--- config.mk ---
export PLATFORM = sky130hd
export DESIGN_NAME = load_store_unit_flat
export DESIGN_NICKNAME = d
export VERILOG_FILES = /design/src/rtl/load_store_unit_if.sv /design/src/rtl/load_store_unit.sv /design/src/flat_wrapper.sv
export SDC_FILE = /design/constraint.sdc
export NUM_CORES = 1
export LEC_CHECK = 0
export BUFFER_PORTS_ARGS = -buffer_cell sky130_fd_sc_hd__clkbuf_2
export CAP_MARGIN = 25
export CORE_UTILIZATION = 48
export DETAILED_ROUTE_END_ITERATION = 10
export PLACE_DENSITY = 0.8
export SLEW_MARGIN = 30
export SYNTH_ARGS = -nofsm -noshare
export SYNTH_HDL_FRONTEND = slang
export SYNTH_SLANG_ARGS = --single-unit
--- constraint.sdc ---
create_clock -name clk -period 2.9 [get_ports clk]
set_input_delay 0.87 -clock clk [delete_from_list [all_inputs] [get_ports clk]]
set_output_delay 0.87 -clock clk [all_outputs]
set_load 0.01 [all_outputs]
--- src/rtl/load_store_unit_if.sv ---
// Core-side request/response and memory-bus signals of the load/store unit.
// The master modport is the core/bus side; the slave modport is the LSU.
interface load_store_unit_if;
    logic        start;
    logic        mem_write;
    logic [2:0]  funct3;
    logic [31:0] ALU_result;
    logic [31:0] write_data;
    logic        busy;
    logic        done;
    logic [31:0] read_data;
    logic        fault_misalign;
    logic        fault_timeout;
    logic        bus_req;
    logic        bus_we;
    logic [31:0] bus_addr;
    logic [31:0] bus_wdata;
    logic [3:0]  bus_be;
    logic        bus_ack;
    logic [31:0] bus_rdata;

    modport master (
        output start, mem_write, funct3, ALU_result, write_data, bus_ack, bus_rdata,
        input  busy, done, read_data, fault_misalign, fault_timeout,
               bus_req, bus_we, bus_addr, bus_wdata, bus_be
    );

    modport slave (
        input  start, mem_write, funct3, ALU_result, write_data, bus_ack, bus_rdata,
        output busy, done, read_data, fault_misalign, fault_timeout,
               bus_req, bus_we, bus_addr, bus_wdata, bus_be
    );
endinterface

--- src/rtl/load_store_unit.sv ---
// Memory-access stage: one load or store per request over a req/ack bus, with
// store alignment, byte enables, load extension, and misalign/timeout faults.
module load_store_unit #(
    parameter int unsigned TIMEOUT = 16
) (
    input logic               clk,
    input logic               reset,
    load_store_unit_if.slave  lsu
);
    localparam int unsigned CntW = (TIMEOUT > 1) ? $clog2(TIMEOUT) : 1;

    localparam logic [1:0] StIdle = 2'd0;
    localparam logic [1:0] StReq  = 2'd1;
    localparam logic [1:0] StDone = 2'd2;

    logic [1:0]      state_q, state_d;
    logic [CntW-1:0] cnt_q, cnt_d;
    logic [2:0]      funct3_q, funct3_d;
    logic [1:0]      addr_lo_q, addr_lo_d;
    logic            bus_we_q, bus_we_d;
    logic [31:0]     bus_addr_q, bus_addr_d;
    logic [31:0]     bus_wdata_q, bus_wdata_d;
    logic [3:0]      bus_be_q, bus_be_d;
    logic [31:0]     read_data_q, read_data_d;
    logic            done_q, done_d;
    logic            fault_misalign_q, fault_misalign_d;
    logic            fault_timeout_q, fault_timeout_d;

    logic            req_bad;
    logic [1:0]      req_lo;
    logic [3:0]      req_be;
    logic [31:0]     req_wdata;
    logic [31:0]     rd_shifted;
    logic [31:0]     load_val;

    // Request decode: legality, alignment, lane enables and replicated store data.
    always_comb begin
        req_lo    = lsu.ALU_result[1:0];
        req_be    = 4'b1111;
        req_wdata = lsu.write_data;
        unique case (lsu.funct3[1:0])
            2'b00: begin
                req_be    = 4'b0001 << req_lo;
                req_wdata = {4{lsu.write_data[7:0]}};
            end
            2'b01: begin
                req_be    = req_lo[1] ? 4'b1100 : 4'b0011;
                req_wdata = {2{lsu.write_data[15:0]}};
            end
            default: begin
                req_be    = 4'b1111;
                req_wdata = lsu.write_data;
            end
        endcase
        if (!lsu.mem_write) begin
            req_be = 4'b1111;
        end

        req_bad = 1'b0;
        if (lsu.mem_write && (lsu.funct3 > 3'b010)) begin
            req_bad = 1'b1;
        end
        if (!lsu.mem_write && ((lsu.funct3 == 3'b011) || (lsu.funct3[2:1] == 2'b11))) begin
            req_bad = 1'b1;
        end
        if ((lsu.funct3[1:0] == 2'b01) && req_lo[0]) begin
            req_bad = 1'b1;
        end
        if ((lsu.funct3[1:0] == 2'b10) && (req_lo != 2'b00)) begin
            req_bad = 1'b1;
        end
    end

    always_comb begin
        rd_shifted = lsu.bus_rdata >> {addr_lo_q, 3'b000};
        unique case (funct3_q)
            3'b000:  load_val = {{24{rd_shifted[7]}}, rd_shifted[7:0]};
            3'b100:  load_val = {24'h0, rd_shifted[7:0]};
            3'b001:  load_val = {{16{rd_shifted[15]}}, rd_shifted[15:0]};
            3'b101:  load_val = {16'h0, rd_shifted[15:0]};
            default: load_val = lsu.bus_rdata;
        endcase
    end

    always_comb begin
        state_d          = state_q;
        cnt_d            = cnt_q;
        funct3_d         = funct3_q;
        addr_lo_d        = addr_lo_q;
        bus_we_d         = bus_we_q;
        bus_addr_d       = bus_addr_q;
        bus_wdata_d      = bus_wdata_q;
        bus_be_d         = bus_be_q;
        read_data_d      = read_data_q;
        done_d           = 1'b0;
        fault_misalign_d = 1'b0;
        fault_timeout_d  = 1'b0;
        unique case (state_q)
            StIdle: begin
                if (lsu.start) begin
                    if (req_bad) begin
                        fault_misalign_d = 1'b1;
                        done_d           = 1'b1;
                        state_d          = StDone;
                    end else begin
                        funct3_d    = lsu.funct3;
                        addr_lo_d   = req_lo;
                        bus_we_d    = lsu.mem_write;
                        bus_addr_d  = {lsu.ALU_result[31:2], 2'b00};
                        bus_wdata_d = req_wdata;
                        bus_be_d    = req_be;
                        cnt_d       = '0;
                        state_d     = StReq;
                    end
                end
            end
            StReq: begin
                // Ack takes priority over a coincident timeout.
                if (lsu.bus_ack) begin
                    if (!bus_we_q) begin
                        read_data_d = load_val;
                    end
                    done_d  = 1'b1;
                    state_d = StDone;
                end else if (cnt_q == CntW'(TIMEOUT - 1)) begin
                    fault_timeout_d = 1'b1;
                    done_d          = 1'b1;
                    state_d         = StDone;
                end else begin
                    cnt_d = cnt_q + CntW'(1);
                end
            end
            StDone:  state_d = StIdle;
            default: state_d = StIdle;
        endcase
    end

    always_ff @(posedge clk) begin
        if (reset) begin
            state_q          <= StIdle;
            cnt_q            <= '0;
            funct3_q         <= 3'b000;
            addr_lo_q        <= 2'b00;
            bus_we_q         <= 1'b0;
            bus_addr_q       <= 32'h0;
            bus_wdata_q      <= 32'h0;
            bus_be_q         <= 4'b0000;
            read_data_q      <= 32'h0;
            done_q           <= 1'b0;
            fault_misalign_q <= 1'b0;
            fault_timeout_q  <= 1'b0;
        end else begin
            state_q          <= state_d;
            cnt_q            <= cnt_d;
            funct3_q         <= funct3_d;
            addr_lo_q        <= addr_lo_d;
            bus_we_q         <= bus_we_d;
            bus_addr_q       <= bus_addr_d;
            bus_wdata_q      <= bus_wdata_d;
            bus_be_q         <= bus_be_d;
            read_data_q      <= read_data_d;
            done_q           <= done_d;
            fault_misalign_q <= fault_misalign_d;
            fault_timeout_q  <= fault_timeout_d;
        end
    end

    assign lsu.busy           = (state_q != StIdle);
    assign lsu.bus_req        = (state_q == StReq);
    assign lsu.done           = done_q;
    assign lsu.read_data      = read_data_q;
    assign lsu.fault_misalign = fault_misalign_q;
    assign lsu.fault_timeout  = fault_timeout_q;
    assign lsu.bus_we         = bus_we_q;
    assign lsu.bus_addr       = bus_addr_q;
    assign lsu.bus_wdata      = bus_wdata_q;
    assign lsu.bus_be         = bus_be_q;
endmodule
--- src/flat_wrapper.sv ---
// flat-port wrapper written by rule: the top's interface ports become plain ports
module load_store_unit_flat 
#(
    parameter int unsigned TIMEOUT = 16
)
  (clk, reset, lsu_start, lsu_mem_write, lsu_funct3, lsu_ALU_result, lsu_write_data, lsu_bus_ack, lsu_bus_rdata, lsu_busy, lsu_done, lsu_read_data, lsu_fault_misalign, lsu_fault_timeout, lsu_bus_req, lsu_bus_we, lsu_bus_addr, lsu_bus_wdata, lsu_bus_be);
  load_store_unit_if lsu_i ();
  input logic clk;
  input logic reset;
  input wire logic [$bits(lsu_i.start)-1:0] lsu_start;
  input wire logic [$bits(lsu_i.mem_write)-1:0] lsu_mem_write;
  input wire logic [$bits(lsu_i.funct3)-1:0] lsu_funct3;
  input wire logic [$bits(lsu_i.ALU_result)-1:0] lsu_ALU_result;
  input wire logic [$bits(lsu_i.write_data)-1:0] lsu_write_data;
  input wire logic [$bits(lsu_i.bus_ack)-1:0] lsu_bus_ack;
  input wire logic [$bits(lsu_i.bus_rdata)-1:0] lsu_bus_rdata;
  output wire logic [$bits(lsu_i.busy)-1:0] lsu_busy;
  output wire logic [$bits(lsu_i.done)-1:0] lsu_done;
  output wire logic [$bits(lsu_i.read_data)-1:0] lsu_read_data;
  output wire logic [$bits(lsu_i.fault_misalign)-1:0] lsu_fault_misalign;
  output wire logic [$bits(lsu_i.fault_timeout)-1:0] lsu_fault_timeout;
  output wire logic [$bits(lsu_i.bus_req)-1:0] lsu_bus_req;
  output wire logic [$bits(lsu_i.bus_we)-1:0] lsu_bus_we;
  output wire logic [$bits(lsu_i.bus_addr)-1:0] lsu_bus_addr;
  output wire logic [$bits(lsu_i.bus_wdata)-1:0] lsu_bus_wdata;
  output wire logic [$bits(lsu_i.bus_be)-1:0] lsu_bus_be;
  assign lsu_i.start = lsu_start;
  assign lsu_i.mem_write = lsu_mem_write;
  assign lsu_i.funct3 = lsu_funct3;
  assign lsu_i.ALU_result = lsu_ALU_result;
  assign lsu_i.write_data = lsu_write_data;
  assign lsu_i.bus_ack = lsu_bus_ack;
  assign lsu_i.bus_rdata = lsu_bus_rdata;
  assign lsu_busy = lsu_i.busy;
  assign lsu_done = lsu_i.done;
  assign lsu_read_data = lsu_i.read_data;
  assign lsu_fault_misalign = lsu_i.fault_misalign;
  assign lsu_fault_timeout = lsu_i.fault_timeout;
  assign lsu_bus_req = lsu_i.bus_req;
  assign lsu_bus_we = lsu_i.bus_we;
  assign lsu_bus_addr = lsu_i.bus_addr;
  assign lsu_bus_wdata = lsu_i.bus_wdata;
  assign lsu_bus_be = lsu_i.bus_be;
  load_store_unit #(.TIMEOUT(TIMEOUT)) u_core (.clk(clk), .reset(reset), .lsu(lsu_i));
endmodule
==> metrics.txt <==
Sw Pwr 1.05 mW; # diodes 0; Die W 104 µm; first-pass GRT wire length 22900 µm; Die Area 10800 µm²; post-CTS setup buffers 0; part of the cycle the worst path needs 74.8%; Worst VDD drop 418 µV; Syn. warnings 0; internal power 3.45 mW; Seq cells post-synth 113; post-layout net count 888; CTS tree yes; Final Hold Fails 0; Logic pwr share 11.6%; unrepaired setup endpoints after global routing no; vias in the first global route 4827; CTS root buf clkbuf_8; GR Util All Layers 26.0%; sw frac 23.3%; DRC 0; register area share after synthesis 45.4%; TritonCTS Buffers 17; Post-CTS Hold Fix Bufs 0; Mean Syn Cell Area 8.34 µm²; HPWL after DPL 10000 µm; Yosys top cell by area dfxtp_1; Reg power frac 37.1%; number of synthesized flops with an enable pin 0; DR pass1 iterations 4; Top FF cell, synth dfxtp_1; number of port buffers 207; Clock Skew 0.00929 ns; Hold WS 0.453 ns; GP Congestion 0.835; synth cell count leaders 129 x nand2_1, 113 x dfxtp_1, 78 x a21oi_1; crit end category output pin; Top Ports 210; Synth async-reset ratio 0%; Setup CP Type flip-flop to output pin; layout cell share with drive strength beyond 1 34.0%; count of cell types in the netlist 42; Slew Limit Fails 0; # rows 36; Fmax 461 MHz; Fin Setup TNS 0 ns; LEAKAGE 2.85 nW; clock slew at reported path FFs 0.05 ns; Worst slew margin 56.8%; initial core utilization 50.3%; Die Ht 104 µm; Critical Path Start Type flip-flop; max-cap viol count 0; most used standard cell by instance count after synthesis nand2_1; Vias 5074; clock share of power 51.3%; # resized after CTS 0; total grt overflow 0; Post-Syn Area 4980 µm²; clock latency on the worst-skew pair 0.50 ns; antenna-violating nets left 0; Synth Instances 597; crit-path max FO 10; htree depth 4; data arrival time of the critical path 1.30 ns; outcome finished, final reports clean; total core area 9910 µm²; clock sink count 113; Final min period 2.17 ns; wire length per cell 15.3 µm; Clock Tree Buf Depth 2; Worst-Margin Slew 0.648 ns; post-synth top area share 45.4%; Area growth syn-to-layout 34.6%; Finish-stage setup viols 0; Worst R2R Setup Slack 0.98 ns; Power per Cell Area 670 nW/µm²; WP data required 2.03 ns; largest net degree at the start of global routing 69; initial antenna violation count 0; ranking of synthesized cells by area dfxtp_1 45%, nand2_1 9.7%, a21oi_1 7.8%; routed wire length 14200 µm; drt via density 5.46; DR iter-0 viols 221; hold crit path type flip-flop to flip-flop
## power groups by stage
stage / combinational [mW] / clock [mW] / sequential [mW]
6_report: 0.523 / 2.31 / 1.67
2_1_floorplan: 0.283 / 0 / 1.72
3_5_place_dp: 0.517 / 0 / 1.70
4_1_cts: 0.521 / 2.33 / 1.66
3_3_place_gp: 0.505 / 0 / 1.69
5_1_grt: 0.572 / 2.41 / 1.67
## path summary, 6_finish.rpt
check / start / end / depth (start not counted)
setup / recovery: u_core.state_q[1] / lsu_busy / 2
hold / removal: u_core.lsu.bus_addr[14] / u_core.lsu.bus_addr[14] / 2
setup reg to reg: u_core.state_q[0] / u_core.lsu.bus_wdata[8] / 5
hold reg to reg: u_core.lsu.bus_addr[14] / u_core.lsu.bus_addr[14] / 2
## cells by family after synthesis
family	Yosys count	synth area share, %
AOI/OAI and AO/OA	180	24.1
other	1	0.0753
and+or+nand+nor	216	18.2
adders and majority gates	1	0.251
muxes	28	5.93
buffers and inverters	58	6.05
DFF	113	45.4
## routing by layer
layer	wire length, µm	vias up	global-route usage [%]
met3	1060	26	6.45
li1	-	2468	-
met2	6860	239	43.4
met1	5970	2341	31.4
met4	315	0	12.4
met5	0	-	0
## sequential cells by signal (all words and copies together) (netlist names)
register / count
u_core.state_q: 2
u_core.lsu.fault_misalign: 1
u_core.lsu.bus_be: 4
u_core.lsu.bus_addr: 30
u_core.funct3_q: 3
u_core.cnt_q: 4
u_core.lsu.done: 1
u_core.lsu.bus_wdata: 32
u_core.addr_lo_q: 2
u_core.lsu.bus_we: 1
u_core.lsu.read_data: 32
u_core.lsu.fault_timeout: 1
## layout by cell type, fill, tap and decap left out, types with 2 or more instances in the layout
cell,netlist,final
a211oi_1,23,23
a211oi_2,10,10
a21oi_1,78,78
a22oi_1,7,7
a2bb2oi_1,8,8
a311oi_1,10,10
buf_12,0,2
buf_4,4,14
bufinv_16,0,6
clkbuf_1,35,2
clkbuf_16,0,16
clkbuf_2,0,206
clkbuf_8,0,3
clkinv_2,0,4
conb_1,1,2
dfxtp_1,113,113
inv_1,2,2
mux2_2,2,2
mux2i_1,25,25
nand2_1,129,129
nand2b_1,4,4
nand3_1,2,2
nand3b_1,2,2
nor2_1,53,53
nor2b_1,7,7
nor3_1,7,7
nor3b_1,2,2
nor4_1,4,4
o21ai_0,23,23
o221ai_1,7,7
o2bb2ai_1,7,7
or3b_2,2,2
## cell type report
cell class,instances,area (µm²)
Sequential cell,113,2260
Fill cell,831,3200
Clock buffer,21,449
Tap cell,133,166
Inverter,2,7.51
Timing Repair Buffer,222,1180
Clock inverter,11,208
Multi-Input combinational cell,427,2440
## per-stage QoR
| stage | instance area (µm²) | instances | total power [mW] | setup slack [ns] | utilization [%] |
|---|---|---|---|---|---|
| 2_1_floorplan | 4980 | 598 | 2.00 | 0.556 | - |
| 3_3_place_gp | 6040 | 897 | 2.20 | 0.364 | 61.0 |
| 3_5_place_dp | 6040 | 897 | 2.21 | 0.265 | 61.0 |
| 6_report | 6710 | 929 | 4.49 | 0.730 | 67.7 |
| 5_1_grt | 6710 | 929 | 4.65 | 0.658 | 67.7 |
| 4_1_cts | 6700 | 929 | 4.51 | 0.712 | 67.6 |
## critical path: stages, from the launching register on
cell,delay [ns]
dfxtp_1,0.38
or2_2,0.30
clkbuf_2,0.13
Power figures use the tool's default switching activity.
